File: src/rtl/win_capture_ctrl.sv
// rtl/win_capture_ctrl.sv - capture-window sequencer: pre-fill, arm, post-count, done; RAM write address gen.
// Optional auto-trigger timeout enabled by `define WIN_AUTO_TRIG_EN.
module win_capture_ctrl #(
    parameter int CNT_W      = 18,
    parameter int ADDR_W     = 10,
    parameter int AUTO_TICKS = 4096
) (
    input  logic              CLK,
    input  logic              nRST,
    input  logic              CLK_EN,
    input  logic              Start_Write,
    input  logic [CNT_W-1:0]  PRE_DATA,
    input  logic [CNT_W-1:0]  WIN_DATA,
    input  logic              trigger_event_in,
    output logic              Wr_En,
    output logic [ADDR_W-1:0] Wr_Addr,
    output logic [ADDR_W-1:0] Trig_Addr,
    output logic              Pre_Ready,
    output logic              Write_Ready,
    output logic              Wrapped,
    output logic              Auto_Trig,
    output logic [2:0]        State
);

    typedef enum logic [2:0] {
        S_IDLE  = 3'd0,
        S_PRE   = 3'd1,
        S_ARMED = 3'd2,
        S_POST  = 3'd3,
        S_DONE  = 3'd4
    } state_t;

    localparam logic [ADDR_W-1:0] ADDR_MAX = {ADDR_W{1'b1}};

    if (AUTO_TICKS < 1) begin : g_bad_auto_ticks
        $error("AUTO_TICKS must be at least 1");
    end

    state_t              state_q, state_d;
    logic [CNT_W-1:0]    precnt_q, precnt_d;
    logic [CNT_W-1:0]    postcnt_q, postcnt_d;
    logic [ADDR_W-1:0]   addr_q, addr_d;
    logic [ADDR_W-1:0]   trig_addr_q, trig_addr_d;
    logic                pre_rdy_q, pre_rdy_d;
    logic                wr_rdy_q, wr_rdy_d;
    logic                wrapped_q, wrapped_d;
    logic                active;
    logic                fire_real;
    logic                fire_auto;

    assign active    = (state_q == S_PRE) || (state_q == S_ARMED) || (state_q == S_POST);
    assign fire_real = (state_q == S_ARMED) && CLK_EN && trigger_event_in;

`ifdef WIN_AUTO_TRIG_EN
    localparam int AC_W = (AUTO_TICKS > 1) ? $clog2(AUTO_TICKS) : 1;
    localparam logic [AC_W-1:0] AUTO_LAST = AC_W'(AUTO_TICKS - 1);

    logic [AC_W-1:0] armcnt_q, armcnt_d;
    logic            auto_q, auto_d;

    // A real trigger on the timeout tick takes precedence over the forced one.
    assign fire_auto = (state_q == S_ARMED) && CLK_EN && !trigger_event_in
                       && (armcnt_q == AUTO_LAST);
`else
    assign fire_auto = 1'b0;
`endif

    always_ff @(posedge CLK or negedge nRST) begin
        if (!nRST) begin
            state_q <= S_IDLE;
        end else begin
            state_q <= state_d;
        end
    end

    always_comb begin
        state_d = state_q;
        if (!Start_Write) begin
            state_d = S_IDLE;
        end else begin
            case (state_q)
                S_IDLE:  state_d = S_PRE;
                S_PRE:   if (CLK_EN && (precnt_q == '0)) state_d = S_ARMED;
                S_ARMED: if (fire_real || fire_auto) state_d = S_POST;
                S_POST:  if (CLK_EN && (postcnt_q == '0)) state_d = S_DONE;
                S_DONE:  state_d = S_DONE;
                default: state_d = S_IDLE;
            endcase
        end
    end

    always_comb begin
        precnt_d    = precnt_q;
        postcnt_d   = postcnt_q;
        addr_d      = addr_q;
        trig_addr_d = trig_addr_q;
        pre_rdy_d   = pre_rdy_q;
        wr_rdy_d    = wr_rdy_q;
        wrapped_d   = wrapped_q;
`ifdef WIN_AUTO_TRIG_EN
        armcnt_d    = armcnt_q;
        auto_d      = auto_q;
`endif
        if (!Start_Write) begin
            precnt_d  = PRE_DATA;
            postcnt_d = WIN_DATA;
            addr_d    = '0;
            pre_rdy_d = 1'b0;
            wr_rdy_d  = 1'b0;
            wrapped_d = 1'b0;
`ifdef WIN_AUTO_TRIG_EN
            armcnt_d  = '0;
            auto_d    = 1'b0;
`endif
        end else begin
            // Window lengths are captured on leaving IDLE and frozen for the run.
            if (state_q == S_IDLE) begin
                precnt_d  = PRE_DATA;
                postcnt_d = WIN_DATA;
            end
            if (CLK_EN && active) begin
                addr_d = addr_q + 1'b1;
                if (addr_q == ADDR_MAX) wrapped_d = 1'b1;
            end
            if ((state_q == S_PRE) && CLK_EN) begin
                if (precnt_q == '0) begin
                    pre_rdy_d = 1'b1;
`ifdef WIN_AUTO_TRIG_EN
                    armcnt_d  = '0;
`endif
                end else begin
                    precnt_d = precnt_q - 1'b1;
                end
            end
            if ((state_q == S_ARMED) && CLK_EN) begin
                if (fire_real || fire_auto) trig_addr_d = addr_q;
`ifdef WIN_AUTO_TRIG_EN
                armcnt_d = armcnt_q + 1'b1;
                if (fire_auto) auto_d = 1'b1;
`endif
            end
            if ((state_q == S_POST) && CLK_EN) begin
                if (postcnt_q == '0) wr_rdy_d = 1'b1;
                else                 postcnt_d = postcnt_q - 1'b1;
            end
        end
    end

    always_ff @(posedge CLK or negedge nRST) begin
        if (!nRST) begin
            precnt_q    <= '0;
            postcnt_q   <= '0;
            addr_q      <= '0;
            trig_addr_q <= '0;
            pre_rdy_q   <= 1'b0;
            wr_rdy_q    <= 1'b0;
            wrapped_q   <= 1'b0;
`ifdef WIN_AUTO_TRIG_EN
            armcnt_q    <= '0;
            auto_q      <= 1'b0;
`endif
        end else begin
            precnt_q    <= precnt_d;
            postcnt_q   <= postcnt_d;
            addr_q      <= addr_d;
            trig_addr_q <= trig_addr_d;
            pre_rdy_q   <= pre_rdy_d;
            wr_rdy_q    <= wr_rdy_d;
            wrapped_q   <= wrapped_d;
`ifdef WIN_AUTO_TRIG_EN
            armcnt_q    <= armcnt_d;
            auto_q      <= auto_d;
`endif
        end
    end

    always_comb begin
        Wr_En       = CLK_EN && active;
        Wr_Addr     = addr_q;
        Trig_Addr   = trig_addr_q;
        Pre_Ready   = pre_rdy_q;
        Write_Ready = wr_rdy_q;
        Wrapped     = wrapped_q;
        State       = state_q;
`ifdef WIN_AUTO_TRIG_EN
        Auto_Trig   = auto_q;
`else
        Auto_Trig   = 1'b0;
`endif
    end

endmodule

File: config.mk
export PLATFORM = sky130hd
export DESIGN_NAME = win_capture_ctrl
export DESIGN_NICKNAME = d
export VERILOG_FILES = /design/src/rtl/win_capture_ctrl.sv
export SDC_FILE = /design/constraint.sdc
export NUM_CORES = 1
export LEC_CHECK = 0
export CORE_MARGIN = 5
export CORE_UTILIZATION = 52
export DETAILED_ROUTE_END_ITERATION = 10
export GPL_ROUTABILITY_DRIVEN = 0
export MAX_ROUTING_LAYER = met4
export PLACE_DENSITY = 0.86
export SLEW_MARGIN = 20
export SYNTH_ARGS = -nofsm -noshare
export SYNTH_HDL_FRONTEND = slang
export SYNTH_SLANG_ARGS = --single-unit
File: constraint.sdc
create_clock -name CLK -period 3.25 [get_ports CLK]
set_clock_uncertainty 0.15 [all_clocks]
set_input_delay 0.325 -clock CLK [delete_from_list [all_inputs] [get_ports CLK]]
set_output_delay 0.325 -clock CLK [all_outputs]
set_load 0.02 [all_outputs]
==> key figures <==
Timing
  – RSZ-0062 raised after global routing: no
  – Period utilization: about nine tenths
  – Final setup violation count: 0
  – Max-Slew Margin vs Limit: 44.79%
  – Slack of the critical path: roughly 0.26 ns
  – Slew @ Worst Pin: 0.8206 ns
  – Final Critical Period: approximately 3 ns
  – Setup TNS Final: 0 ns
  – Peak Freq: between 300 and 400 MHz
  – Slew Limit Fails: 0
  – Final Hold Viols: 0

Yosys
  – Syn Inst Count: about 390
  – Synth Flop Type: dfrtp_1
  – Flop and latch count out of synthesis: 62
  – Synth warn: 0
  – Syn Std Cell Area: ~3500 µm²
  – Synth unique cells: 56
  – Area contributors post-synth: dfrtp_1, nor2_1, a21oi_1
  – Top cell type's share of synthesized area: 43.94%
  – Post-synth EDFFs: 0
  – Asr flop ratio synth: 100.0%
  – Post-Syn Area per Cell: a little over 9 µm²
  – Sequential element share of the synthesized area: a little over two fifths
  – Syn_nets: 431
  – Post-synth top area cell: dfrtp_1

Detailed routing
  – Routed wire length: 9.081 mm
  – DR iter-0 viols: 308
  – Per-cell routed wire length: approximately 17 µm
  – Post-route ant nets: 0
  – DRC violations left: 0
  – Routed vias: ~3400
  – DR pass1 iterations: 5
  – Vias per cell: about 6.2

Final layout
  – Commonest non-fill, non-tap cell in the layout: clkdlybuf4s50_1
  – Most frequent cells in the layout: clkdlybuf4s50_1, dfrtp_1, nor2_1
  – Final nets: 504
  – Fillers: 526
  – Area Growth Syn to Fin: 28.67%
  – Core Util, Final: between 60% and 70%
  – Layout cells sized above 1: between 10% and 20%
  – ANT cells: 0

Floorplanning
  – Initial Util: a little over half
  – Die Width: 92.40 µm
  – Die height: between 90 and 100 µm
  – Core box area: roughly 6700 µm²
  – Site Rows: 30
  – DIE AREA: 8538 µm²
  – IO Pins: 69

Clock tree
  – Num CTS Buffers: 9
  – CTS clk-pin slew, worst paths: roughly 0.07 ns
  – Longest Clk Path Bufs: 2
  – Postcts setup bufs: 0
  – Post-CTS sizing: 0
  – H-tree levels: 3
  – CTS tree: yes
  – Number of hold buffers added after cts: 0
  – Root Driver: clkbuf_8
  – Clk_lat worst skew: about 0.34 ns
  – Clock Sinks: 62

Power
  – Pwr Total: between 2 and 2.5 mW
  – P_leak: around 1.9 nW
  – VDD IR max: between 0.2 and 0.25 mV
  – Power per Cell Area: 443.7 nW/µm²

Place
  – DP HPWL: ~6.3 mm
  – Setup slack after placement: a little under 0.3 ns
  – PortBufs: 67

Worst setup path
  – Max stage delay on crit path: 0.55 ns
  – Crit Path Max Fanout: 9
  – Crit path cell chain: inv_1, ha_1, or4b_4, or4_4, o31ai_4, buf_4, o21a_1, o221a_2
  – Worst EP required: 3.38 ns
  – Critical Path AT: 3.12 ns
  – Crit path capture type: register
  – Worst Path Buf+Inv: 2
  – Slowest-stage cell, CP: or4_4
  – CP delay by family, top: simple AND/OR/NAND/NOR gates
  – Critical path startpoint category: register
  – Critical path class: register to register

Global route
  – Global router's overall resource usage: 22.24%
  – Initial antenna violation count: 0
  – First-pass GRT wire length: 15.10 mm
  – Vias in the first global route: about 3200
  – Grt ovf: 0
  – Largest net degree at the start of global routing: 46

Run
  – Max-cap viol count: 0

Outcome
  – Status: finished, final reports clean

Hold path
  – Min-Delay Path Class: register to register
==> Yosys cell counts, types with 2 or more instances <==
master,n
nor4b_1,2
nand3_1,11
a31o_2,4
a21oi_1,23
or3_1,7
nand4_1,8
nand2_1,19
or2_2,3
nor2b_1,8
xor2_1,5
and3_1,13
or4_1,3
nor2_1,37
o21ai_1,4
a311oi_1,4
a21oi_2,2
nand2b_1,3
o31ai_1,3
a211oi_1,6
o32ai_1,2
a221o_1,2
o221a_2,2
o211ai_1,2
and2_1,8
xnor2_1,5
o31a_1,2
nor4_1,10
nor3b_1,5
nor3_2,3
a31oi_1,3
o21a_1,5
clkbuf_1,15
o22ai_1,17
ha_1,3
o21ai_0,11
inv_1,14
a21o_1,2
buf_2,2
dfrtp_1,62
mux2_2,10
nor3_1,21
o41ai_1,2
==> path summary, 6_finish.rpt <==
kind / startpoint / to / slack [ns] / cells after the start
worst min register to register: Trig_Addr[3] / Trig_Addr[3] / 0.35 / 1
max in group asynchronous: nRST / precnt_q[13] / 1.98 / 3
worst min-delay path: Trig_Addr[3] / Trig_Addr[3] / 0.35 / 1
worst max-delay path: postcnt_q[0] / postcnt_q[4] / 0.26 / 8
min in group asynchronous: nRST / Trig_Addr[1] / 0.37 / 2
worst max register to register: postcnt_q[0] / postcnt_q[4] / 0.26 / 8
==> cells by family (layout without fill, tap and decap cells) <==
group | after synthesis | after routing | synth area share [%]
DFF | 62 | 62 | 43.94
AOI/OAI and AO/OA | 101 | 101 | 19.45
other | 1 | 1 | 0.1062
and+or+nand+nor | 166 | 166 | 25.59
muxes | 11 | 11 | 3.473
adders and majority gates | 3 | 3 | 1.063
xor gates and xnor gates | 10 | 10 | 2.480
buffers and inverters | 33 | 111 | 3.898
==> final cells by class <==
cell class,instances,area [µm²],area share (%)
clock buffer,9,123.9,2.727
clock inverter,7,97.59,2.148
inverter,14,52.55,1.157
multi-input combinational,292,1842,40.54
sequential,62,1551,34.15
tap,80,100.1,2.203
timing repair buffer,81,775.7,17.08
==> layer usage <==
layer / track usage [%] / wire length, µm
met5: - / 0
met4: 8.911 / 188
met3: 3.412 / 531
met2: 34.26 / 4258
met1: 29.59 / 4103
==> worst register-to-register path, stage by stage (launching register included) <==
cell and delay, ns:
dfrtp_1 0.42, inv_1 0.08, ha_1 0.20, or4b_4 0.52
or4_4 0.55, o31ai_4 0.45, buf_4 0.26, o21a_1 0.14
o221a_2 0.17
==> stage by stage <==
| stage | hold WS (ns) | instance area (µm²) | instances |
|---|---|---|---|
| 2_1_floorplan | -0.1206 | 3531 | 387 |
| 6_report | 0.3549 | 4543 | 545 |
| 4_1_cts | 0.02289 | 4531 | 544 |
| 3_3_place_gp | 0.3323 | 4309 | 528 |
| 5_1_grt | 0.3861 | 4543 | 545 |
| 3_5_place_dp | 0.3323 | 4309 | 528 |
==> report_power, final <==
group	switching (mW)	internal, mW
Sequential	0.0911	0.832
Clock	0.336	0.434
Combinational	0.166	0.157
Total	0.594	1.42
==> flip-flops by register name, summed over array words and instances, names as in the netlist <==
signal	flops
postcnt_q	18
State	3
Wrapped	1
precnt_q	18
Trig_Addr	10
Write_Ready	1
Pre_Ready	1
Wr_Addr	10
(Power assumes the default switching activity.)
==> RTL change 1 (config.mk and constraints unchanged) <==
Change the parameter `CNT_W` from 18 to 20.
--- a/src/rtl/win_capture_ctrl.sv
+++ b/src/rtl/win_capture_ctrl.sv
@@ -3,3 +3,3 @@
 module win_capture_ctrl #(
-    parameter int CNT_W      = 18,
+    parameter int CNT_W      = 20,
     parameter int ADDR_W     = 10,
Ports: changed (resized PRE_DATA and WIN_DATA); port bits go from 69 to 73. No check against the original RTL was run, so the function may have changed too.
==> RTL change 1 against the unedited design <==
  * Sequential share of layout area is 0.39 points lower
  * Synthesized area is 8.7% higher
  * Total power is 2.0% higher
  * Critical path depth is 5 lower
  * Clock power is 0.6% higher
  * Cell area is 7.7% higher
  * First-iteration DRC count is 24% lower
  * Setup slack better by 0.28 ns
  * Register-to-register slack better by 0.33 ns
  * Sequential cell count is 4 higher
  * Global-route usage is 0.82 points higher
  * Routed wire length is 10% higher
  * Critical path type is now reg2out
  * Critical endpoint is now Wr_En
  * Largest power group unchanged
  * Highest routed layer unchanged
==> RTL change 1: results (changes against the unedited design) <==
- The endpoint arrival time on the critical path was 2.23 ns (-0.89 ns).
- The met1 track demand over resource is 29.50% (-0.087 points).
- The largest net degree at the start of global routing is 38 (-17%).
- The endpoint of the worst-slack reg-to-reg timing path is precnt_q[8]$_DFF_PN0_.
- The number of global-route vias before repair came to 3,428 (+7.0%).
- The final critical path time including I/O delays and setup came to 2.707 ns (-0.2824 ns).
- The distinct cell type count of the synthesized netlist is 59 (+5.4%).
- The power consumed by the clock network is 0.000776 W (+0.6%).
- The run finished with clean final reports.
- The adder-cell area share of the yosys netlist was 1.630% (+0.57 points).
- The largest fanout of any net on the critical path is 13 (+4).
- The net count of the finished layout is 549 (+8.9%).
- The met3 wire length is 647 um (+22%).
- The pre-CTS setup slack is 0.6120 ns (+0.3163 ns).
- The multiplexer share of the synthesized area was 2.934% (-0.54 points).
- The logic gate share of total power is 15.5% (-0.5 points).
- The worst hold slack came to 0.3610 ns (+0.006137 ns).
- The library cell contributing the largest single delay on the critical path is sky130_fd_sc_hd__clkdlybuf4s50_1.
- The wire length on met1 is 4.220 mm (+2.9%).
- The fraction of layout cells with a size suffix above 1 is 10.32% (-2.2 points).
- The post-detailed-placement half-perimeter wirelength is 6.994 mm (+10%).
- The number of DRC markers after the initial detailed-route iteration was 234 (-24%).
- The met3 track utilization from global routing came to 4.144% (+0.73 points).
- The share of the synthesized area in compound gates (AO/OA/AOI/OAI) came to 22.82% (+3.4 points).
- The largest voltage drop on the vdd net was 200.7 uV (-5.5%).
- Following the worst setup path forward leads to its endpoint at Wr_En.
- The total chip power came to 0.002056 W (+2.0%).
- The setup slack of the worst register-to-register path is 0.59 ns (+0.33 ns).
- The start of the worst register-to-register path is precnt_q[6]$_DFF_PN0_.
- The number of buffers added to fix hold violations after cts is 1 (+1).
- The placed instance area is 0.004663 mm2 (+8.2%).
- The number of standard cells in the final layout excluding fillers is 603 (+11%).
- The global-route wire length before repair was 16.19 mm (+7.2%).
- The number of vias per cell is 6.151 (-0.67%).
- The placed instance count came to 586 (+11%).
- The total iterations of the first detailed-routing run came to 7 (+2).
- Ranked by instance count, the synthesized netlist is headed by 66 x sky130_fd_sc_hd__dfrtp_1, 44 x sky130_fd_sc_hd__nor2_1, 27 x sky130_fd_sc_hd__nand2_1.
- The number of fillers in the final layout was 582 (+11%).
- The mean cell area of the mapped netlist is 8.990 um2 (-1.5%).
- The global-route usage over all layers is 23.06% (+0.82 points).
- The depth of the worst register-to-register path was 5 (-3).
## RTL change 1: worst min path at each step
stage,start,to,cells after the start
global route,Trig_Addr[3]$_DFFE_PN0P_,Trig_Addr[3]$_DFFE_PN0P_,1
detailed placement,nRST,precnt_q[5]$_DFF_PN0_,2
finish,Trig_Addr[3]$_DFFE_PN0P_,Trig_Addr[3]$_DFFE_PN0P_,1
global placement,nRST,precnt_q[1]$_DFF_PN0_,2
CTS,Trig_Addr[2]$_DFFE_PN0P_,Trig_Addr[2]$_DFFE_PN0P_,1
floorplan,nRST,Pre_Ready$_DFFE_PN0P_,0
## RTL change 1: final cells by class
class / count / area (um2) / area share (%)
clock buffers: 10 / 127.6 / 2.609
clock inverters: 6 / 91.34 / 1.867
inverters: 18 / 67.56 / 1.381
multi-input cells: 321 / 2032 / 41.53
flip-flops and latches: 66 / 1652 / 33.76
well taps: 99 / 123.9 / 2.532
repair buffers: 83 / 798.3 / 16.32
==> RTL change 2 (config.mk and constraints unchanged) <==
Without the edit above. Make the reset (`nRST`) synchronous in 2 clocked blocks.
--- a/src/rtl/win_capture_ctrl.sv
+++ b/src/rtl/win_capture_ctrl.sv
@@ -67,3 +67,3 @@
 
-    always_ff @(posedge CLK or negedge nRST) begin
+    always_ff @(posedge CLK) begin
         if (!nRST) begin
@@ -148,3 +148,3 @@
 
-    always_ff @(posedge CLK or negedge nRST) begin
+    always_ff @(posedge CLK) begin
         if (!nRST) begin
Check against the original RTL: differs if nRST is asserted again (counterexample within 4 cycles, from zero or initial values and one cycle with nRST low); with nRST held inactive, the same outputs for 10 cycles.
==> RTL change 2 against the unedited design <==
  * Combinational power is 11% lower
  * Register-to-register slack better by 0.34 ns
  * Total power shrank 13%
  * Core utilization rose by 0.32 points
  * Sequential cell count is the same
  * Cell area fell by 5.0%
  * Synthesized area shrank 3.5%
  * Routed wire length is 6.7% higher
  * Setup slack improved by 0.33 ns
  * Critical endpoint is now Wr_En
  * Highest routed layer unchanged
==> RTL change 2: results (changes against the unedited design) <==
- The wire length reported by the detailed router is 9.690 mm (+6.7%).
- The number of clock buffers in the layout is 16 (+7).
- The multiplexer share of the synthesized area came to 4.151% (+0.68 points).
- Sorting the synthesized cells by area gives the leading types as sky130_fd_sc_hd__dfxtp_1 36%, sky130_fd_sc_hd__nor2_1 6.2%, sky130_fd_sc_hd__nand2_1 4.2%.
- The data-path buffer share of cell area in the final layout came to 17.98% (+0.91 points).
- The pre-CTS setup slack is 0.5535 ns (+0.2577 ns).
- The number of DRC markers after the initial detailed-route iteration is 419 (+36%).
- The net count of the finished layout is 521 (+3.4%).
- The power per standard cell area came to 405.0 mW/mm2 (-8.7%).
- The total nets after synthesis is 452 (+4.9%).
- The number of fillers in the final layout came to 495 (-5.9%).
- The number of global-route vias before repair came to 3,398 (+6.0%).
- The initial antenna violation count is 0 (unchanged).
- The total iterations of the first detailed-routing run is 7 (+2).
- By count the netlist is led by 62 x sky130_fd_sc_hd__dfxtp_1, 56 x sky130_fd_sc_hd__nor2_1, 38 x sky130_fd_sc_hd__nand2_1.
- The endpoint arrival time on the critical path is 2.18 ns (-0.94 ns).
- The number of multi-input combinational cells is 316 (+8.2%).
- The fraction of layout cells with a size suffix above 1 came to 8.714% (-3.8 points).
- The total number of vias was 3,493 (+3.5%).
- The share of the synthesized area in compound gates (AO/OA/AOI/OAI) was 19.10% (-0.35 points).
- The adder-cell area share of the yosys netlist is 1.102% (+0.039 points).
- The proportion of cell area occupied by multi-input gates came to 46.23% (+5.7 points).
- The sequential fraction of the synthesis area came to 36.44% (-7.5 points).
- The number of ordinary inverters in the final layout is 7 (-7).
- The parity-gate share of the synthesized area counting xor and xnor cells was 7.458% (+5.0 points).
- The largest net degree at the start of global routing is 24 (-48%).
- The run finished with clean final reports.
- The global-route usage over all layers is 23.82% (+1.6 points).
- The fraction of registers with async set/reset is 0% (-100 points).
- The pin slew with the least headroom to its limit came to 0.8267 ns (+0.006123 ns).
- The distinct cell type count of the synthesized netlist was 64 (+14%).
- The number of buffer cells added on primary ports was 67 (unchanged).
- The post-detailed-placement half-perimeter wirelength is 6.714 mm (+6.0%).
- The clock network area share is 4.176% (-0.70 points).
- The register share of the cell area was 28.77% (-5.4 points).
RTL change 2: where the power goes:
group | total [W] | internal, W | switching, W
clock | 0.000622 | 0.000341 | 0.000281
sequential | 0.000837 | 0.000792 | 0.0000444
combinational | 0.000288 | 0.000140 | 0.000148
RTL change 2: critical path, stage by stage:
cell,delay (ns)
sky130_fd_sc_hd__clkdlybuf4s50_1,0.62
sky130_fd_sc_hd__nand2b_1,0.23
sky130_fd_sc_hd__nor2_1,0.32
sky130_fd_sc_hd__clkdlybuf4s50_1,0.68
RTL change 2: final timing paths:
kind                           start                        to  slack (ns)  cells after the start
max reg2reg  postcnt_q[0]$_SDFF_PN0_  postcnt_q[14]$_SDFF_PN0_        0.60                      8
min           Pre_Ready$_SDFFE_PN0P_    Pre_Ready$_SDFFE_PN0P_        0.32                      2
min reg2reg   Pre_Ready$_SDFFE_PN0P_    Pre_Ready$_SDFFE_PN0P_        0.32                      2
max                           CLK_EN                     Wr_En        0.59                      4
RTL change 2: per-stage QoR:
stage          total power [W]  area (um2)  hold WS [ns]  std cells
4_1_cts               0.001748        4314        0.3342        559
2_1_floorplan         0.001023        3406        0.2835        408
6_report              0.001747        4314        0.3225        559
3_5_place_dp          0.001130        4134        0.3188        543
3_3_place_gp          0.001120        4134        0.3069        543
5_1_grt               0.001824        4314        0.3610        559
RTL change 2: routing by layer:
layer	track usage, %	vias to the layer above	wire, um	share of wire (%)
met5	-	-	0	0
met4	8.191	0	271	2.8
met3	7.521	29	929	9.6
met2	36.90	190	4478	46
met1	29.33	1627	4011	41
li1	-	1647	-	-
RTL change 2: cell families after synthesis:
family	count (synthesis)
simple gates	177
other cells	1
mux	14
buf+inv	30
flops	62
fa+ha+maj	3
compound gates	92
xor+xnor	29
